[config.mk]
export PLATFORM = sky130hd
export DESIGN_NAME = ntt_bram_stream
export DESIGN_NICKNAME = d
export VERILOG_FILES = /design/src/rtl/ntt_pkg.sv /design/src/rtl/ntt_stream_fifo.sv /design/src/rtl/ntt_bram_stream.sv
export SDC_FILE = /design/constraint.sdc
export NUM_CORES = 1
export LEC_CHECK = 0
export CORE_UTILIZATION = 45
export DETAILED_ROUTE_END_ITERATION = 12
export PLACE_DENSITY = 0.86
export SKIP_CTS_REPAIR_TIMING = 1
export SYNTH_ARGS = -nofsm -noshare
export SYNTH_HDL_FRONTEND = slang
export SYNTH_SLANG_ARGS = --single-unit
[constraint.sdc]
create_clock -name clk -period 2.22 [get_ports clk]
set_input_delay 0.222 -clock clk [delete_from_list [all_inputs] [get_ports clk]]
set_output_delay 0.222 -clock clk [all_outputs]
set_load 0.01 [all_outputs]
[src/rtl/ntt_pkg.sv]
// Shared definitions for the NTT BRAM stream adapter: default widths, FSM state encoding
// and the bit-reverse helper used when NTT_STREAM_BITREV_EN is defined.
package ntt_pkg;

  localparam int ADDR_W_DEF = 13;
  localparam int DATA_W_DEF = 64;

  typedef enum logic [1:0] {
    ST_IDLE  = 2'd0,
    ST_LOAD  = 2'd1,
    ST_READ  = 2'd2,
    ST_DRAIN = 2'd3
  } state_t;

  // Reverses the low nbits of v; bits above nbits come back as zero.
  function automatic logic [31:0] bitrev(input logic [31:0] v, input int nbits);
    logic [31:0] r;
    r = '0;
    for (int i = 0; i < 32; i++) begin
      if (i < nbits) r = (r << 1) | ((v >> i) & 32'd1);
    end
    return r;
  endfunction

endpackage

[src/rtl/ntt_stream_fifo.sv]
// Small synchronous FIFO that buffers BRAM read data in front of the output stream.
// Depth need not be a power of two; pointers wrap explicitly.
module ntt_stream_fifo #(
  parameter int DEPTH  = 3,
  parameter int DATA_W = 64,
  parameter int CNT_W  = $clog2(DEPTH + 1)
) (
  input  logic              clk,
  input  logic              rstn,
  input  logic              i_push,
  input  logic              i_pop,
  input  logic [DATA_W-1:0] i_data,
  output logic [DATA_W-1:0] o_data,
  output logic              o_empty,
  output logic [CNT_W-1:0]  o_count
);

  localparam int PTR_W = (DEPTH > 1) ? $clog2(DEPTH) : 1;
  localparam logic [PTR_W-1:0] PTR_LAST = PTR_W'(DEPTH - 1);
  localparam logic [CNT_W-1:0] CNT_FULL = CNT_W'(DEPTH);

  logic [DATA_W-1:0] r_mem [DEPTH];
  logic [PTR_W-1:0]  r_wptr;
  logic [PTR_W-1:0]  r_rptr;
  logic [CNT_W-1:0]  r_count;
  logic              w_do_push;
  logic              w_do_pop;

  assign w_do_push = i_push & (r_count != CNT_FULL);
  assign w_do_pop  = i_pop & (r_count != '0);

  always_ff @(posedge clk or negedge rstn) begin
    if (!rstn) begin
      for (int i = 0; i < DEPTH; i++) r_mem[i] <= '0;
      r_wptr  <= '0;
      r_rptr  <= '0;
      r_count <= '0;
    end else begin
      if (w_do_push) begin
        r_mem[r_wptr] <= i_data;
        r_wptr        <= (r_wptr == PTR_LAST) ? '0 : r_wptr + 1'b1;
      end
      if (w_do_pop) begin
        r_rptr <= (r_rptr == PTR_LAST) ? '0 : r_rptr + 1'b1;
      end
      if (w_do_push && !w_do_pop) begin
        r_count <= r_count + 1'b1;
      end else if (w_do_pop && !w_do_push) begin
        r_count <= r_count - 1'b1;
      end
    end
  end

  assign o_data  = r_mem[r_rptr];
  assign o_empty = (r_count == '0);
  assign o_count = r_count;

endmodule

[src/rtl/ntt_bram_stream.sv]
// Host-facing stream adapter on BRAM port B: loads N_COEFF words from s_* into BRAM, and
// streams them back out on m_*. Define NTT_STREAM_BITREV_EN for bit-reversed load addressing.
module ntt_bram_stream
  import ntt_pkg::*;
#(
  parameter int ADDR_W    = ADDR_W_DEF,
  parameter int DATA_W    = DATA_W_DEF,
  parameter int N_COEFF   = 8192,
  parameter int BASE_ADDR = 0,
  parameter int RD_LAT    = 1
) (
  input  logic              clk,
  input  logic              rstn,
  input  logic              start_load,
  input  logic              start_read,
  input  logic [DATA_W-1:0] s_data,
  input  logic              s_valid,
  output logic              s_ready,
  output logic [DATA_W-1:0] m_data,
  output logic              m_valid,
  input  logic              m_ready,
  output logic              busy,
  output logic              load_done,
  output logic              read_done,
  output logic [ADDR_W-1:0] BRAM_addr,
  output logic              BRAM_clk,
  output logic [DATA_W-1:0] BRAM_din,
  input  logic [DATA_W-1:0] BRAM_dout,
  output logic              BRAM_en,
  output logic              BRAM_we,
  output logic [1:0]        dbg_state
);

  // Stream handshake: a word moves on any cycle where valid && ready are both high.
  // s_ready depends only on state; m_valid only on FIFO occupancy. Neither waits on the
  // other side's valid/ready, so no combinational loop can form through this block.

  localparam int IDX_W  = ADDR_W + 1;
  localparam int FIFO_D = RD_LAT + 2;
  localparam int CNT_W  = $clog2(FIFO_D + 1);
  localparam logic [IDX_W-1:0]  LAST_IDX = IDX_W'(N_COEFF - 1);
  localparam logic [ADDR_W-1:0] BASE     = ADDR_W'(BASE_ADDR);
  localparam logic [CNT_W-1:0]  FIFO_CAP = CNT_W'(FIFO_D);

  state_t            r_state;
  state_t            w_state_nxt;
  logic [IDX_W-1:0]  r_widx;
  logic [IDX_W-1:0]  r_ridx;
  logic [IDX_W-1:0]  r_pidx;
  logic [RD_LAT-1:0] r_vld;
  logic              r_load_done;
  logic              r_read_done;

  logic              w_beat;
  logic              w_last_wr;
  logic              w_issue;
  logic              w_last_rd;
  logic              w_pop;
  logic              w_last_pop;
  logic              w_push;
  logic [ADDR_W-1:0] w_wr_off;
  logic [CNT_W-1:0]  w_count;
  logic [CNT_W-1:0]  w_free;
  logic [CNT_W-1:0]  w_inflight;
  logic [RD_LAT-1:0] w_vld_tmp;
  logic [DATA_W-1:0] w_fifo_data;
  logic              w_fifo_empty;

`ifdef NTT_STREAM_BITREV_EN
  localparam int LOG2N = $clog2(N_COEFF);
  assign w_wr_off = ADDR_W'(bitrev(32'(r_widx), LOG2N));
`else
  assign w_wr_off = r_widx[ADDR_W-1:0];
`endif

  assign w_beat    = (r_state == ST_LOAD) & s_valid;
  assign w_last_wr = w_beat & (r_widx == LAST_IDX);

  // A read may issue only if every word already in flight still has a FIFO slot after it,
  // so the FIFO can never overflow regardless of how m_ready behaves.
  always_comb begin
    w_inflight = '0;
    w_vld_tmp  = r_vld;
    for (int i = 0; i < RD_LAT; i++) begin
      w_inflight = w_inflight + CNT_W'(w_vld_tmp[0]);
      w_vld_tmp  = w_vld_tmp >> 1;
    end
  end

  assign w_free     = FIFO_CAP - w_count;
  assign w_issue    = (r_state == ST_READ) & (w_free > w_inflight);
  assign w_last_rd  = w_issue & (r_ridx == LAST_IDX);
  assign w_push     = r_vld[RD_LAT-1];
  assign m_valid    = ~w_fifo_empty;
  assign m_data     = w_fifo_data;
  assign w_pop      = m_valid & m_ready;
  assign w_last_pop = (r_state == ST_DRAIN) & w_pop & (r_pidx == LAST_IDX);

  always_comb begin
    w_state_nxt = r_state;
    s_ready     = 1'b0;
    busy        = 1'b1;
    BRAM_en     = 1'b0;
    BRAM_we     = 1'b0;
    BRAM_din    = '0;
    BRAM_addr   = '0;
    case (r_state)
      ST_IDLE: begin
        busy = 1'b0;
        if (start_load)      w_state_nxt = ST_LOAD;
        else if (start_read) w_state_nxt = ST_READ;
      end
      ST_LOAD: begin
        s_ready = 1'b1;
        if (w_beat) begin
          BRAM_en   = 1'b1;
          BRAM_we   = 1'b1;
          BRAM_din  = s_data;
          BRAM_addr = BASE + w_wr_off;
        end
        if (w_last_wr) w_state_nxt = ST_IDLE;
      end
      ST_READ: begin
        if (w_issue) begin
          BRAM_en   = 1'b1;
          BRAM_addr = BASE + r_ridx[ADDR_W-1:0];
        end
        if (w_last_rd) w_state_nxt = ST_DRAIN;
      end
      ST_DRAIN: begin
        if (w_last_pop) w_state_nxt = ST_IDLE;
      end
      default: w_state_nxt = ST_IDLE;
    endcase
  end

  always_ff @(posedge clk or negedge rstn) begin
    if (!rstn) begin
      r_state     <= ST_IDLE;
      r_widx      <= '0;
      r_ridx      <= '0;
      r_pidx      <= '0;
      r_vld       <= '0;
      r_load_done <= 1'b0;
      r_read_done <= 1'b0;
    end else begin
      r_state     <= w_state_nxt;
      r_load_done <= w_last_wr;
      r_read_done <= w_last_pop;
      r_vld       <= (r_vld << 1) | RD_LAT'(w_issue);
      if (r_state == ST_IDLE) begin
        r_widx <= '0;
        r_ridx <= '0;
        r_pidx <= '0;
      end else begin
        if (w_beat)  r_widx <= r_widx + 1'b1;
        if (w_issue) r_ridx <= r_ridx + 1'b1;
        if (w_pop)   r_pidx <= r_pidx + 1'b1;
      end
    end
  end

  ntt_stream_fifo #(
    .DEPTH  (FIFO_D),
    .DATA_W (DATA_W),
    .CNT_W  (CNT_W)
  ) u_fifo (
    .clk     (clk),
    .rstn    (rstn),
    .i_push  (w_push),
    .i_pop   (w_pop),
    .i_data  (BRAM_dout),
    .o_data  (w_fifo_data),
    .o_empty (w_fifo_empty),
    .o_count (w_count)
  );

  assign load_done = r_load_done;
  assign read_done = r_read_done;
  assign BRAM_clk  = clk;
  assign dbg_state = r_state;

endmodule

After elaboration in Yosys (flattened, before gate mapping)
Cells that the tools add are included.
{ "op_classes": {"n_addsub": 8, "magnitude_cmp": 4, "eq_ne": 13, "muxes": 33, "bitwise_logic": 12, "n_reduce_logical": 13} }
{ "op_table": {"columns": ["op", "count"], "rows": [
  ["$mux 64", 5],
  ["$bwmux 192", 1],
  ["$bmux 64 s2", 1],
  ["$demux 64 s2", 1],
  ["$mux 14", 6],
  ["$add 14x1->14 const B", 3],
  ["$eq 14x13->1 const B", 3],
  ["$mux 13", 2],
  ["$pmux 13 s2", 1],
  ["$mux 2", 9],
  ["$reduce_bool 2->1", 5],
  ["$and 1x1->1", 9],
  ["$eq 2x2->1 const B", 4],
  ["$ne 2x2->1 const B", 4],
  ["$pmux 2 s4", 1],
  ["$add 2x1->2 const B", 3],
  ["$ge 3x3->1 const B", 2],
  ["$not 2->3", 2],
  ["$mux 1", 5],
  ["$logic_not 2->1", 2],
  ["$reduce_and 4->1", 1],
  ["$logic_and 1x1->1", 3],
  ["$lt 3x1->1 const B", 1],
  ["$ne 3x3->1 const B", 1],
  ["other kinds (7)", 8]
]} }
{ "word_totals": {"ff_bits": 245, "inputBits": 134, "out_inout_bits": 151, "elab_cells": 96} }

Depth between registers and ports, before layout
Gate-level depths: netlist of run 1.
{ "depth": {"depth_word": 7, "depth_mapped": 7, "depth_no_buf": 7} }

Cells and area by module
Synthesis of run 1 repeated with hierarchy kept, for this count alone.
{ "unflattened": {"hier_cells": 1009, "hier_area_um2": 11920.2} }
{ "modules_own_cells": {"columns": ["module", "instances", "cells_per_inst", "area_per_inst_um2", "seq_area_each_um2"], "rows": [
  ["ntt_stream_fifo", 1, 645, 8869.8, 4954.8],
  ["ntt_bram_stream", 1, 364, 3050.4, 1176.1]
]} }

==> results of run 1 <==
-- path summary, 6_finish.rpt --
check                      depth (start not counted)                end         startpoint
setup / recovery                                   8       BRAM_addr[1]              r_vld
hold / removal                                     2   u_fifo.r_rptr[0]               rstn
setup reg to reg                                   8       dbg_state[1]       dbg_state[1]
hold reg to reg                                    1  u_fifo.r_mem[189]  u_fifo.r_mem[189]
max in group asynchronous                          4   u_fifo.r_mem[28]               rstn
min in group clk                                   2  u_fifo.r_mem[118]      BRAM_dout[54]
-- power by group through the flow --
stage / combinational, mW / clock (mW) / sequential, mW
after detailed placement: 9.58 / 0.0458 / 7.48
after CTS: 9.65 / 5.23 / 7.42
after global placement: 9.36 / 0.0458 / 7.33
after global routing: 11.1 / 5.43 / 7.90
final: 10.3 / 5.14 / 7.70
after floorplan: 5.41 / 0.0371 / 7.17
-- per-layer routing --
layer  vias to the layer above  GRT usage [%]
li1                       4177              -
met3                        77           5.93
met2                       335           43.0
met1                      4683           26.8
met4                         0           10.5
met5                         -              0
-- critical path, cell delays in order, from the launching register on --
cell and delay, ns:
dfrtp_1 0.40, ha_4 0.26, o21ai_4 0.12, and2_4 0.18, buf_6 0.11, a22oi_2 0.05
nor2b_2 0.15, buf_6 0.13, buf_6 0.09
-- kinds of logic after synthesis --
group           Yosys count  share of synthesized area, %
simple gates            276                          11.5
compound gates          104                          5.14
buf+inv                  81                          2.86
flops                   245                          52.6
xor+xnor                 35                          2.63
fa+ha+maj                 9                         0.965
mux                     260                          24.4
-- through the flow --
stage | utilization, % | hold slack [ns] | instances | instance area, µm²
5_1_grt | 66.3 | 0.0847 | 1682 | 16800
3_5_place_dp | 60.0 | 0.153 | 1606 | 15200
2_1_floorplan | - | -0.0736 | 1010 | 11700
4_1_cts | 64.1 | -0.538 | 1655 | 16200
6_report | 66.3 | 0.0773 | 1683 | 16800
3_3_place_gp | 60.0 | 0.147 | 1606 | 15200
-- state kept, by name, indices dropped and copies added (netlist names) --
register and flops:
u_fifo.r_mem 192, r_pidx 14, r_ridx 14, r_widx 14
dbg_state 2, u_fifo.o_count 2, u_fifo.r_rptr 2, u_fifo.r_wptr 2
load_done 1, r_vld 1, read_done 1
-- placed cells by master (no fill, tap or decap), types with 38 or more instances in the layout --
| cell | netlist | routed |
|---|---|---|
| dfrtp_1 | 245 | 243 |
| nor2_1 | 41 | 41 |
| dlymetal6s2s_1 | 0 | 38 |
| clkdlybuf4s50_1 | 0 | 137 |
| buf_2 | 18 | 84 |
| mux2i_1 | 68 | 64 |
| nand2_2 | 0 | 46 |
| mux2_2 | 192 | 192 |
| and3_1 | 66 | 64 |
| nand2_1 | 111 | 46 |
| clkbuf_16 | 0 | 38 |
-- final cells by class --
type / count / area [µm²] / area share (%)
tap: 330 / 413 / 2.46
timing repair buffer: 357 / 3450 / 20.5
sequential: 245 / 6140 / 36.6
clock buffer: 39 / 788 / 4.70
inverter: 11 / 41.3 / 0.246
multi-input combinational: 684 / 5700 / 33.9
clock inverter: 11 / 249 / 1.48
antenna: 6 / 15.0 / 0.0894
==> flow_summary.json, run 1 <==
{
  "start_util_pct": 46.1,
  "synth_top_area_share_pct": 52.6,
  "synthFlopType": "dfrtp_1",
  "cp.required_ns": 2.00,
  "period_needed_ns": 2.36,
  "p_int_mw": 15.1,
  "comb_power_share_pct": 44.6,
  "synth-seq-area-share_pct": 52.6,
  "arrival_ns": 2.13,
  "wl_met3_um": 2230,
  "rsz0062_at_grt": "true",
  "power_mw": 23.2,
  "numPortBuffers": 284,
  "end_kind": "output pin",
  "clkTransAtPathRegs_ns": 0.06,
  "nets": 1471,
  "skew_ns": 0.0471,
  "p_clk_share_pct": 22.2,
  "p_sw_share_pct": 34.9,
  "ioPinCount": 285,
  "ys_top_cells_by_area": "dfrtp_1 53%, mux2_2 19%, mux2i_1 5.8%, nand2_1 3.6%, and3_1 3.5%",
  "synth_commonest_cells": "245 x dfrtp_1, 192 x mux2_2, 111 x nand2_1, 74 x o21ai_0, 68 x mux2i_1",
  "holdCritPathClass": "in -> async",
  "preCtsSetupSlack_ns": -0.144,
  "antenna_found_initial": 5,
  "row_count": 58,
  "drv_cap": 0,
  "synth_seq_cells": 245,
  "startpoint_type": "flop",
  "drive_gt1_share_pct": 40.1,
  "seqPwrFrac_pct": 33.2,
  "track_usage_pct": 24.0,
  "hold_viol_final": 0,
  "dpl.hpwl_um": 21400,
  "vias_per_cell": 5.51,
  "dr_wl_met2_um": 18200,
  "period_share_pct": 106,
  "finalSetupViolCount": 53,
  "outcome": "complete, but fails checks",
  "grt_max_degree": 66,
  "dieWidth_um": 163,
  "die_area_um2": 26600,
  "powerDensity_nw_per_um2": 1380,
  "gp_congestion": 0.967,
  "synth_area_um2": 11700,
  "drt-met1-wl_um": 13200,
  "grt_pass1_wl_um": 49200,
  "setup_tns_ns": -2.99,
  "die_h_um": 163,
  "slew_headroom_pct": 69.5,
  "grt_overflow_total": 0,
  "postSynth.asyncResetShare_pct": 100,
  "post-synth-top-count-cell": "dfrtp_1",
  "slew_viol_final": 0,
  "vias": 9272,
  "worstPathMaxFanout": 4,
  "yosys.area.top_type": "dfrtp_1",
  "path_class": "reg -> out",
  "cts_tree": "yes",
  "synthToLayoutAreaGrowth_pct": 43.9,
  "netlist_instances": 1010,
  "firstDrtPassIters": 4,
  "wl_per_cell_um": 20.8,
  "violations": "setup timing",
  "power_leakage_nw": 8.16,
  "clk_latency_ns": 0.67,
  "drtIter0Drc": 461,
  "p_switching_mw": 8.09,
  "remaining_drc_errors": 0,
  "r2r_slack_ns": 0.09,
  "synth_nets": 1153,
  "synth-edff-count": 0,
  "peakVddDrop_mv": 0.824,
  "yosysUniqueCellTypes": 36,
  "topRoutingLayerUsed": "met4",
  "coreArea_um2": 25300,
  "yosysWarnings": 0,
  "ant_nets": 0,
  "setup_slack_ns": -0.136,
  "synth.avg_cell_area_um2": 11.5,
  "clock.fmax_mhz": 425,
  "fillers": 1829,
  "grt_pass1_vias": 9479,
  "routed_wl_um": 35000,
  "worst_slew_pin_slew_ns": 0.457
}
Power figures use the tool's default switching activity.
==> run 2, diff against run 1 <==
Settings changed: CORE_ASPECT_RATIO set to 0.8.
==> run 2 against run 1 <==
The flow still finishes with violations (setup timing). Cell count is 1.5% lower. Core utilization decreased by 1.7 points. Critical path depth decreased by 1. Register-to-register slack lost 0.03 ns. Sequential cell count stayed put. Sequential share of layout area is 0.90 points higher. Worst setup slack got worse by 0.053 ns. Cell area decreased by 2.4%. Critical path type unchanged.
==> flow_summary.json, run 2 (synthesized netlist as in run 1, its figures left out) <==
{
  "largest_reg_flops": 192,
  "holdCritPathClass": "in -> async",
  "die_area_um2": 26600,
  "hold_viol_final": 0,
  "track_usage_pct": 23.0,
  "drive_gt1_share_pct": 34.0,
  "end_kind": "output pin",
  "clk_latency_ns": 0.63,
  "p_clk_share_pct": 20.1,
  "cp.required_ns": 2.00,
  "dpl.hpwl_um": 20500,
  "drv_cap": 0,
  "powerDensity_nw_per_um2": 1330,
  "final_cell_mix": "242 x dfrtp_1, 192 x mux2_2, 137 x clkdlybuf4s50_1, 72 x nand2_1",
  "dieWidth_um": 182,
  "final_common_cell": "dfrtp_1",
  "power_mw": 21.8,
  "grt_max_degree": 75,
  "p_sw_share_pct": 35.1,
  "outcome": "complete, but fails checks",
  "seqPwrFrac_pct": 34.8,
  "worst_r2r_path_depth": 8,
  "synthToLayoutAreaGrowth_pct": 40.5,
  "fin_area_um2": 16400,
  "path_class": "reg -> out",
  "grt_overflow_total": 0,
  "cts_tree": "yes",
  "skew_ns": 0.0185,
  "violations": "setup timing",
  "coreArea_um2": 25400,
  "setup_slack_ns": -0.188,
  "clkTransAtPathRegs_ns": 0.06,
  "ioPinCount": 285,
  "antenna_found_initial": 2,
  "grt_pass1_wl_um": 48500,
  "worst_slew_pin_slew_ns": 0.570,
  "comb_power_share_pct": 45.1,
  "peakVddDrop_mv": 0.786,
  "ant_nets": 0,
  "p_switching_mw": 7.67,
  "routed_wl_um": 33400,
  "rsz0062_at_grt": "true",
  "p_int_mw": 14.2,
  "nets": 1457,
  "finalSetupViolCount": 18,
  "remaining_drc_errors": 0,
  "arrival_ns": 2.19,
  "slew_viol_final": 0,
  "slew_headroom_pct": 62.0,
  "worstPathMaxFanout": 15,
  "start_util_pct": 46.0,
  "period_share_pct": 108,
  "power_leakage_nw": 8.26,
  "gp_congestion": 0.893,
  "fillers": 1888,
  "row_count": 52,
  "period_needed_ns": 2.41,
  "drtIter0Drc": 572,
  "numPortBuffers": 284,
  "firstDrtPassIters": 5,
  "startpoint_type": "flop",
  "place_area_um2": 15100,
  "vias_per_cell": 5.46,
  "wl_per_cell_um": 20.2,
  "clock.fmax_mhz": 415,
  "vias": 9040,
  "die_h_um": 146,
  "grt_pass1_vias": 8996,
  "regMostFlops": "u_fifo.r_mem"
}
[run 2: cell count changes in the layout (fill, tap and decap cells not counted), sizes merged]
cell	before	now
buf	157	116
clkinvlp	0	2
bufinv	7	1
dlymetal6s2s	38	66
clkbuf	63	65
diode	6	1
[run 2: through the flow]
| step | setup TNS (ns) | setup WS (ns) | hold slack [ns] | instances | util (%) |
|---|---|---|---|---|---|
| after global routing | -5.02 | -0.276 | 0.178 | 1657 | 64.6 |
| after CTS | -64.55 | -0.806 | -0.438 | 1634 | 62.9 |
| after floorplan | 0 | 0.00458 | -0.0736 | 1010 | - |
| final | -2.03 | -0.188 | 0.148 | 1657 | 64.6 |
| after global placement | -0.245 | -0.0366 | 0.228 | 1586 | 59.5 |
| after detailed placement | -0.939 | -0.132 | 0.236 | 1586 | 59.5 |
[run 2: power by group through the flow]
stage	clock network [mW]	logic [mW]	registers, mW
final	4.40	9.84	7.59
after global routing	4.68	10.5	7.80
after CTS	4.47	9.59	7.42
after detailed placement	0.0458	9.52	7.47
after global placement	0.0458	9.28	7.32
after floorplan	0.0371	5.41	7.17
[run 2: path summary, 6_finish.rpt]
path / start / endpoint / slack, ns
max reg2reg: dbg_state[1] / dbg_state[1] / 0.06
min: rstn / u_fifo.r_mem[73] / 0.15
min reg2reg: u_fifo.r_mem[85] / u_fifo.r_mem[85] / 0.51
min in group clk: BRAM_dout[0] / u_fifo.r_mem[0] / 0.26
max in group asynchronous: rstn / u_fifo.r_mem[57] / 1.32
max: r_vld / BRAM_addr[9] / -0.19
[run 2: area by class of cell]
class	count	area (µm²)	share of cell area (%)
flip-flops and latches	245	6140	37.5
inverters	11	41.3	0.252
well taps	324	405	2.47
diodes	1	2.50	0.0153
clock buffers	42	810	4.94
repair buffers	343	3440	21.0
multi-input cells	684	5480	33.4
clock inverters	7	68.8	0.420
[run 2: worst max-delay path, cell delays in order, from the launching register on]
cell and delay [ns]:
dfrtp_1 0.42, ha_4 0.26, o21ai_2 0.16, and2_4 0.18, buf_12 0.13, nand2_1 0.07, a21boi_0 0.17, buf_2 0.16
[run 2: layer usage]
| metal | vias to the layer above | wire length (µm) | track usage (%) |
|---|---|---|---|
| met1 | 4559 | 15100 | 32.3 |
| met5 | - | 0 | 0 |
| met4 | 0 | 768 | 7.56 |
| li1 | 4137 | - | - |
| met3 | 58 | 2020 | 5.13 |
| met2 | 286 | 15500 | 35.6 |
==> run 3, diff against run 2 <==
Settings changed: ABC_AREA set to 1, PLACE_DENSITY 0.86 to 0.85.
==> run 3 against run 2 <==
The flow still finishes with violations (setup timing). Largest cell class unchanged. Worst hold slack barely moved. Register-to-register slack improved by 0.24 ns. Clock-buffer cell count fell by 2. Die area rose by 2.6%. Largest power group unchanged. Global-route usage rose by 2.8 points. First-iteration DRC count rose by 80%. Critical path type unchanged.
==> flow_summary.json, run 3 <==
{
  "synthFlopType": "dfrtp_1",
  "critPathCapture": "m_data[2]",
  "path_cells": "inv_4, nor2_1, bufinv_8, o211ai_1, clkdlybuf4s50_1",
  "p_sw_share_pct": 38.5,
  "power_mw": 22.0,
  "crit_cells": 5,
  "clk_latency_ns": 0.65,
  "finalSetupViolCount": 64,
  "ioPinCount": 285,
  "drtIter0Drc": 1028,
  "comb_power_share_pct": 44.0,
  "firstDrtPassIters": 7,
  "startpoint_type": "flop",
  "gp_congestion": 0.936,
  "skew_ns": 0.0279,
  "powerDensity_nw_per_um2": 1340,
  "final_core_util_pct": 62.8,
  "vias_per_cell": 5.32,
  "setup_tns_ns": -6.03,
  "drv_cap": 0,
  "p_switching_mw": 8.48,
  "preCtsSetupSlack_ns": 0.0465,
  "critical-path-slowest-cell": "clkdlybuf4s50_1",
  "antenna_found_initial": 5,
  "postSynth.asyncResetShare_pct": 100,
  "worst_slew_pin_slew_ns": 0.596,
  "grt_max_degree": 74,
  "power_leakage_nw": 8.60,
  "seqPwrFrac_pct": 33.4,
  "path_class": "reg -> out",
  "die_area_um2": 27300,
  "grt_pass1_vias": 11080,
  "nets": 1933,
  "arrival_ns": 2.30,
  "die_h_um": 148,
  "violations": "setup timing",
  "dieWidth_um": 184,
  "largest_reg_flops": 192,
  "cpPeakStageDelay_ns": 0.60,
  "synth_commonest_cells": "342 x nand2_1, 245 x dfrtp_1, 238 x inv_1, 130 x o21ai_0, 106 x nor2_1",
  "numPortBuffers": 284,
  "yosys.area.top_type": "dfrtp_1",
  "routed_wl_um": 37200,
  "path_buf_inv": 3,
  "netlist_instances": 1504,
  "start_util_pct": 45.7,
  "worstPathMaxFanout": 16,
  "grt_overflow_total": 0,
  "rsz0062_at_grt": "true",
  "crit_start": "u_fifo.r_rptr[1]",
  "dpl.hpwl_um": 23700,
  "hold_viol_final": 0,
  "synth-seq-area-share_pct": 51.2,
  "yosysWarnings": 0,
  "clock.fmax_mhz": 397,
  "grt_pass1_wl_um": 56200,
  "regMostFlops": "u_fifo.r_mem",
  "synthToLayoutAreaGrowth_pct": 37.5,
  "final_common_cell": "nand2_1",
  "synth_area_um2": 12000,
  "p_clk_share_pct": 22.5,
  "r2r_slack_ns": 0.30,
  "cts_tree": "yes",
  "drive_gt1_share_pct": 15.4,
  "path_delay_family": "buffers and inverters",
  "holdCritPathClass": "in -> async",
  "synth.avg_cell_area_um2": 7.96,
  "synth_nets": 1647,
  "remaining_drc_errors": 0,
  "place_area_um2": 15300,
  "clkTransAtPathRegs_ns": 0.06,
  "p_int_mw": 13.5,
  "post-synth-top-count-cell": "nand2_1",
  "layoutNonFillerInstCount": 2172,
  "period_needed_ns": 2.52,
  "slew_viol_final": 0,
  "fin_area_um2": 16500,
  "ant_nets": 0,
  "end_kind": "output pin",
  "yosysUniqueCellTypes": 34,
  "final_cell_mix": "331 x nand2_1, 241 x dfrtp_1, 233 x inv_1, 147 x clkdlybuf4s50_1, 130 x o21ai_0",
  "peakVddDrop_mv": 0.618,
  "synth_seq_cells": 245,
  "track_usage_pct": 25.9,
  "worst_r2r_path_depth": 9,
  "cp.required_ns": 2.00,
  "synth_top_area_share_pct": 51.2,
  "whs_ns": 0.148,
  "ys_top_cells_by_area": "dfrtp_1 51%, nand2_1 11%, inv_1 7.5%, o21ai_0 5.4%, o21ai_1 4.1%",
  "period_share_pct": 113,
  "outcome": "complete, but fails checks",
  "coreArea_um2": 26200,
  "rr_endpoint": "r_widx[6]",
  "vias": 11550,
  "slew_headroom_pct": 60.2,
  "synth-edff-count": 0,
  "r2r_start": "dbg_state[1]",
  "setup_slack_ns": -0.298,
  "row_count": 53,
  "wl_per_cell_um": 17.1,
  "dp_cells": 2095
}
## run 3: cell types whose count changed in the layout (fill, tap and decap cells not counted), sizes merged, moves of 68 or more
cell / previous run / this run
nand2: 111 / 346
inv: 11 / 241
mux2: 192 / 0
o21ai: 74 / 230
nand3: 9 / 87
nor2: 41 / 115
mux2i: 68 / 0
## run 3: worst min path at each step
stage / start / end / slack (ns)
floorplan: rstn / dbg_state[0] / -0.07
global placement: rstn / u_fifo.r_mem[82] / 0.24
detailed placement: rstn / u_fifo.r_mem[82] / 0.24
CTS: rstn / u_fifo.r_mem[144] / -0.44
global route: BRAM_dout[53] / u_fifo.r_mem[53] / 0.16
finish: rstn / u_fifo.r_mem[144] / 0.15
## run 3: cells by family after synthesis
logic type               after synthesis  share of synthesized area (%)
AO/OA/AOI/OAI                        342                           15.8
XOR/XNOR                               2                          0.146
flip-flops                           245                           51.2
AND/OR/NAND/NOR                      575                           20.2
adder cells (fa/ha/maj)                9                          0.941
buffers and inverters                331                           11.7
## run 3: layout make-up
cell class                 count  area, µm²
inverter                     244        948
clock buffer                  40        843
tap                          357        447
antenna                        5       12.5
fill                        2094       9730
clock inverter                12        175
timing repair buffer         341       3240
multi-input combinational    928       4660
sequential                   245       6140
## run 3: power by group through the flow
stage / registers (mW) / logic, mW / clock network, mW
after floorplan: 7.10 / 5.35 / 0.0371
after global placement: 7.23 / 9.44 / 0.0458
after detailed placement: 7.33 / 9.70 / 0.0458
after global routing: 7.55 / 10.6 / 5.24
after CTS: 7.29 / 9.80 / 5.06
final: 7.36 / 9.70 / 4.97
## run 3: routing by layer
| layer | GRT usage (%) | vias up | share of wire (%) |
|---|---|---|---|
| li1 | - | 5377 | - |
| met4 | 9.25 | 0 | 3.0 |
| met2 | 41.4 | 615 | 47 |
| met1 | 34.9 | 5481 | 41 |
| met5 | 0 | - | 0 |
| met3 | 5.15 | 77 | 9.2 |
